$ cat src/rtl/mul_issue_stage.sv
// Two-stage issue/result wrapper around the combinational multiplier core.
// S1 holds operands driving the core; S2 holds the selected product word for writeback.
module mul_issue_stage #(
    parameter int unsigned TAG_W = 5
) (
    input  logic              clk,
    input  logic              rst_n,
    input  logic              flush_i,
    input  logic              req_valid_i,
    output logic              req_ready_o,
    input  logic [1:0]        req_op_i,
    input  logic [31:0]       req_rj_i,
    input  logic [31:0]       req_rk_i,
    input  logic [TAG_W-1:0]  req_tag_i,
    output logic              resp_valid_o,
    input  logic              resp_ready_i,
    output logic [31:0]       resp_data_o,
    output logic [TAG_W-1:0]  resp_tag_o,
    output logic              busy_o,
    output logic              mul_signed_o,
    output logic [31:0]       mul_x_o,
    output logic [31:0]       mul_y_o,
    input  logic [63:0]       mul_res_i
);

    localparam logic [1:0] OP_MULH_W  = 2'b01;
    localparam logic [1:0] OP_MULH_WU = 2'b10;

    logic              s1_valid;
    logic [1:0]        s1_op;
    logic [31:0]       s1_x;
    logic [31:0]       s1_y;
    logic [TAG_W-1:0]  s1_tag;

    logic              s2_valid;
    logic [31:0]       s2_data;
    logic [TAG_W-1:0]  s2_tag;

    logic              s2_free;
    logic              s1_adv;
    logic              accept;
    logic [31:0]       sel_word;

    // Handshake: ready never looks at req_valid_i, so no loop through issue.
    always_comb begin
        s2_free     = !s2_valid || resp_ready_i;
        s1_adv      = s1_valid && s2_free;
        req_ready_o = !flush_i && (!s1_valid || s2_free);
        accept      = req_valid_i && req_ready_o;
        sel_word    = ((s1_op == OP_MULH_W) || (s1_op == OP_MULH_WU))
                      ? mul_res_i[63:32] : mul_res_i[31:0];
    end

    always_ff @(posedge clk) begin
        if (!rst_n) begin
            s1_valid <= 1'b0;
            s1_op    <= 2'b00;
            s1_x     <= 32'd0;
            s1_y     <= 32'd0;
            s1_tag   <= TAG_W'(0);
            s2_valid <= 1'b0;
            s2_data  <= 32'd0;
            s2_tag   <= TAG_W'(0);
        end else if (flush_i) begin
            s1_valid <= 1'b0;
            s2_valid <= 1'b0;
        end else begin
            // S1 reloads on accept even while it advances into S2.
            if (accept) begin
                s1_valid <= 1'b1;
                s1_op    <= req_op_i;
                s1_x     <= req_rj_i;
                s1_y     <= req_rk_i;
                s1_tag   <= req_tag_i;
            end else if (s1_adv) begin
                s1_valid <= 1'b0;
            end

            if (s1_adv) begin
                s2_valid <= 1'b1;
                s2_data  <= sel_word;
                s2_tag   <= s1_tag;
            end else if (resp_ready_i) begin
                s2_valid <= 1'b0;
            end
        end
    end

    assign mul_x_o      = s1_x;
    assign mul_y_o      = s1_y;
    assign mul_signed_o = s1_valid && (s1_op != OP_MULH_WU);
    assign resp_valid_o = s2_valid;
    assign resp_data_o  = s2_data;
    assign resp_tag_o   = s2_tag;
    assign busy_o       = s1_valid || s2_valid;

endmodule
$ cat config.mk
export PLATFORM = sky130hd
export DESIGN_NAME = mul_issue_stage
export DESIGN_NICKNAME = d
export VERILOG_FILES = /design/src/rtl/mul_issue_stage.sv
export SDC_FILE = /design/constraint.sdc
export NUM_CORES = 1
export LEC_CHECK = 0
export CAP_MARGIN = 20
export CORE_UTILIZATION = 40
export CTS_BUF_LIST = sky130_fd_sc_hd__clkbuf_4
export DETAILED_ROUTE_END_ITERATION = 10
export PLACE_DENSITY_LB_ADDON = 0.08
export SETUP_SLACK_MARGIN = 0.02
export SLEW_MARGIN = 20
export SYNTH_ARGS = -nofsm -noshare
export SYNTH_HDL_FRONTEND = slang
export SYNTH_SLANG_ARGS = --single-unit
$ cat constraint.sdc
create_clock -name clk -period 1.8 [get_ports clk]
set_clock_uncertainty 0.05 [all_clocks]
set_input_delay 0.27 -clock clk [delete_from_list [all_inputs] [get_ports clk]]
set_output_delay 0.27 -clock clk [all_outputs]
set_load 0.02 [all_outputs]
; ---- Word level (Yosys, flattened, before mapping)
; Index checks and enable logic that the tools add are counted.
[word_totals]
romBits = 0
regBits = 110
mem_bits_rw = 0
mem_count = 0
in_bits = 140
latchBits = 0
[classes]
mux = 5
bitwise_logic = 2
n_div = 0
n_reduce_logical = 16
addsub = 0
multipliers = 0
n_eq_ne = 3
n_shift = 0
n_lt_le_gt_ge = 0
[op_table]
columns = cell, count
row1 = two-way mux 32 bit, 1
row2 = logical AND 1 bit, 4
row3 = logical OR 1 bit, 4
row4 = two-way mux 1 bit, 4
row5 = AND reduction 2 bit, 2
row6 = nonzero test 2 bit, 2
row7 = zero test 1 bit, 3
row8 = == test 2 x 1 -> 1 bit (second input constant), 1
row9 = == test 2 bit (second input constant), 1
row10 = inequality test 2 bit (second input constant), 1
row11 = NOT 1 bit, 2
row12 = OR reduction 2 bit, 1

; ---- Depth between registers and ports, before layout
[depth]
ltp_word = 6
ltp_mapped = 6
mapped_depth_nobuf = 4

; ---- Worst setup path before layout
; No wires, ideal clock.
[synth_path]
path_type = reg-to-reg
start = register s1_op[0]
end = register s2_data[10], in the netlist resp_data_o[10]
stages_incl_launch_ff = 7
required_time_ns = 1.616
n_path_buf = 2
setup_ns = 0.134
slack_ns = 0.356
arrival_time_ns = 1.260
path_cell_list = dfxtp_1 -> inv_1 -> ha_1 -> buf_2 -> buf_2 -> mux2i_1 -> a211oi_1
[synth_via]
elab_chain_len = 3
word_cells_on_any_way = 4
cone_classes = 2 x eq/ne / 1 x mux / 1 x reduce/logical
[synth_rtl]
columns = element, line
row1 = from (decl), 30  ; logic [1:0] s1_op;
row2 = from (signal assigned), 71  ; s1_op <= req_op_i;
row3 = == test 2 x 1 -> 1 bit / == test 2 bit (equally long branches), 50  ; sel_word = ((s1_op == OP_MULH_W) || (s1_op == OP_MULH_WU))
row4 = logical OR 1 bit *, 50
row5 = two-way mux 32 bit *, 51  ; ? mul_res_i[63:32] : mul_res_i[31:0];
row6 = to (signal assigned), 81  ; s2_data <= sel_word;
row7 = to (decl), 36  ; logic [31:0] s2_data;
; Every way passes the cells marked *; elsewhere a longest branch is shown, timed or not.
; A chain may end at the register's enable or synchronous reset.

; ---- Worst setup path after layout
[layout_path]
start = register s1_op[0]
end = output port mul_signed_o
[layout_via]
elab_chain_len = 2
[layout_rtl]
columns = element, line
row1 = inequality test 2 bit, 91  ; assign mul_signed_o = s1_valid && (s1_op != OP_MULH_WU);
row2 = logical AND 1 bit, 91
row3 = to (decl), 20  ; output logic mul_signed_o,
; No other way between the ends.

==> key figures <==
Setup path
  • CP Capture Type: output pin
  • Worst EP required: 1480 ps
  • Slowest CP cell: dfxtp_1
  • CP Cell Sequence: inv_1, ha_2, nor2b_2, buf_4
  • Reg2reg path depth: 5
  • Setup slack, reg-to-reg: roughly 210 ps
  • CP arrival: between 1000 and 1500 ps
  • Crit path max-delay family: flip-flops
  • CP Class: flip-flop to output pin
  • Critical register-to-register path startpoint: resp_valid_o$_SDFFE_PP0P_
  • Critical Path Source: s1_op[0]$_SDFFE_PN0P_
  • End of the worst register-to-register path: mul_x_o[30]$_SDFFE_PN0P_
  • Max stage delay on crit path: 360 ps
  • Crit start category: flip-flop
  • CP bufs+invs: 2
  • Worst-path maximum fanout: 2

Cells and area
  • Area grow syn2layout: 60.8%
  • Final core occ: about two thirds
  • Layout cell share with drive strength beyond 1: 5.91%
  • Nets: 864
  • # diodes: 0

Pwr
  • Switching component of the power: 1.33 mW
  • Combinational power share: between 20% and 30%
  • Clock group share of total power: roughly 23%
  • Peak VDD IR: between 0.4 and 0.5 mV
  • Power share of the sequential group: about 55%
  • Sw Share: ~28%
  • PwrDens: 641 nW/um2
  • Leakage: between 4 and 5 nW
  • Pwr Total: 4.75 mW
  • Power Internal: approximately 3.4 mW

Route
  • Routed Antenna Nets: 0
  • Vias/cell: between 4 and 5
  • WL/cell: 14.9 um
  • Drt drc: 0
  • Vias post-DR: roughly 4300
  • 1st-iter DRT viols: between 200 and 250
  • WL final: 13.0 mm
  • Drt first pass iters: 4

Timing
  • RSZ-0062 raised after global routing: no
  • Setup Viol. Count Final: 0
  • Final worst path period need: between 1500 and 2000 ps
  • Tcrit/Tclk final: between 90% and 100%
  • F_max: between 600 and 700 MHz
  • Final hold vios: 0
  • Post-route setup slack: roughly 140 ps
  • Slew Viols, Final: 0
  • Least-Margin Pin Slew: ~650 ps
  • Relative slew slack: roughly 57%

Min path
  • Hold Path End: mul_x_o[22]$_SDFFE_PN0P_
  • Hold Crit Start: rst_n
  • Hold Path Depth: 3
  • HP Class: input port to flip-flop

Clocking
  • Maximum clock path buffer count: 2
  • Clock Latency Late Sink: 430 ps
  • Htree depth: 3
  • TritonCTS clock tree: built
  • CTS buffer count: 9
  • Clock Sinks: 110
  • CTS clk-pin slew, worst paths: ~170 ps
  • Root Driver: clkbuf_4

Synth
  • Synth top area share: a little under half
  • Mapped Cells: between 400 and 500
  • Synth cell types: 19
  • Syn nets: 636
  • Synth Cell Area: between 4000 and 5000 um2
  • Post-synth top cells: 142 x nand2_1, 110 x dfxtp_1, 103 x mux2i_1, 39 x a21oi_1, 32 x a211oi_1
  • Avg Cell Area, Syn: 9.31 um2
  • Total number of yosys warnings: 0
  • Yosys top cell by area: dfxtp_1
  • Most common cell in the netlist: nand2_1
  • Most used DFF post-synth: dfxtp_1
  • Register bit count reported by yosys: 110
  • Sequential fraction of the synthesis area: between 40% and 50%
  • Synth async-reset ratio: 0%
  • Top cells by area, synth: dfxtp_1 48%, mux2i_1 22%, nand2_1 12%
  • Post-synth EDFFs: 0

Die
  • Die X: 109 um
  • DIE AREA: around 12000 um2
  • Core ar.: between 10000 and 15000 um2
  • I/O pins: approximately 250
  • Die Y: approximately 110 um
  • Initial Utilization: 41.8%
  • # rows: 38

Global routing
  • Gr busiest metal: met2
  • Number of global-route vias before repair: 4123
  • Met2 usage: 37.5%
  • Total GRT Usage: a little over a fifth
  • Gr ovfl total: 0
  • Met3 Use GR: between 6 and 7%
  • Grt met1 use: 24.3%
  • Largest net degree at the start of global routing: 100
  • Initial antenna violation count: 0
  • First-pass GRT wire length: 19.7 mm

Flow run
  • Max_cap viols: 0

Place
  • GPL Wtd Cong: around 0.77
  • HPWL after DPL: around 9.5 mm
  • Port bufs: about 240
  • Place WS: -137 ps

Status
  • Status: complete, no violations
stage by stage:
stage / cell area (um2) / TNS [ps] / cells / hold slack, ps
floorplan: 4610 / 0 / 495 / 337
global placement: 7160 / -4510 / 852 / 391
detailed placement: 7160 / -4340 / 852 / 398
CTS: 7230 / 0 / 868 / 122
global route: 7410 / 0 / 868 / 120
finish: 7410 / 0 / 868 / 149
sequential cells by signal (all words and copies together) (netlist names):
signal / flops
mul_x_o: 32
mul_y_o: 32
resp_data_o: 32
resp_tag_o: 5
s1_tag: 5
s1_op: 2
resp_valid_o: 1
s1_valid: 1
cell families (layout without fill, tap and decap cells):
group	count (synthesis)	after routing	share of synthesized area, %
DFF	110	110	47.8
muxes	103	103	22.4
buffers and inverters	45	278	5.84
adders and majority gates	1	1	0.272
AOI/OAI and AO/OA	77	77	10.2
and+or+nand+nor	159	159	13.5
power groups by stage:
stage	clock network [mW]	registers (mW)	logic, mW
2_1_floorplan	0	2.77	0.382
3_3_place_gp	0	2.65	1.08
3_5_place_dp	0	2.65	1.09
4_1_cts	1.15	2.60	1.08
5_1_grt	1.25	2.61	1.13
6_report	1.10	2.60	1.05
worst max path at each step:
stage | to | cells past startpoint
floorplan | resp_data_o[10]$_SDFFE_PN0P_ | 6
global placement | req_ready_o | 4
detailed placement | req_ready_o | 4
CTS | resp_data_o[7] | 1
global route | req_ready_o | 3
finish | mul_signed_o | 4
layout make-up:
type,instances,area (um2)
fill,951,3620
sequential,110,2200
multi-input combinational,340,2160
tap,140,175
clock inverter,7,48.8
clock buffer,9,67.6
timing repair buffer,260,2750
inverter,2,7.51
per-layer routing:
| layer | share of wire, % | vias to the layer above |
|---|---|---|
| li1 | - | 2140 |
| met1 | 40 | 1974 |
| met2 | 50 | 149 |
| met3 | 7.8 | 17 |
| met4 | 2.0 | 0 |
| met5 | 0 | - |
timing repair:
action | CTS | global route
setup endpoints to repair | 33 | 75
resized for setup | 39 | 77
hold buffers | 0 | 0
setup buffers | 0 | 0
cloned | 0 | 0
cell usage in the layout (no fill, tap or decap):
cell and count:
buf_12 5, a211oi_1 32, nor2b_2 3, clkbuf_2 1, inv_2 1, o21ai_0 5, clkdlybuf4s50_1 138, or2_2 1
clkbuf_4 9, clkinv_1 1, ha_2 1, dlymetal6s2s_1 72, mux2i_1 103, a21oi_1 39, clkinv_4 2, nand2b_1 4
nand2_1 142, nand3_1 5, a21oi_4 1, dfxtp_1 110, buf_2 1, buf_4 13, inv_6 2, inv_1 1
clkinv_2 2, nor2_1 3, dlygate4sd2_1 30, nor2_2 1
worst register-to-register path, stage by stage, from the launching register on:
cell     delay (ps)
dfxtp_1         360
nor2b_2         170
buf_4           170
a21oi_4         280
buf_4           280
mux2i_1         250
(Power assumes the default switching activity.)
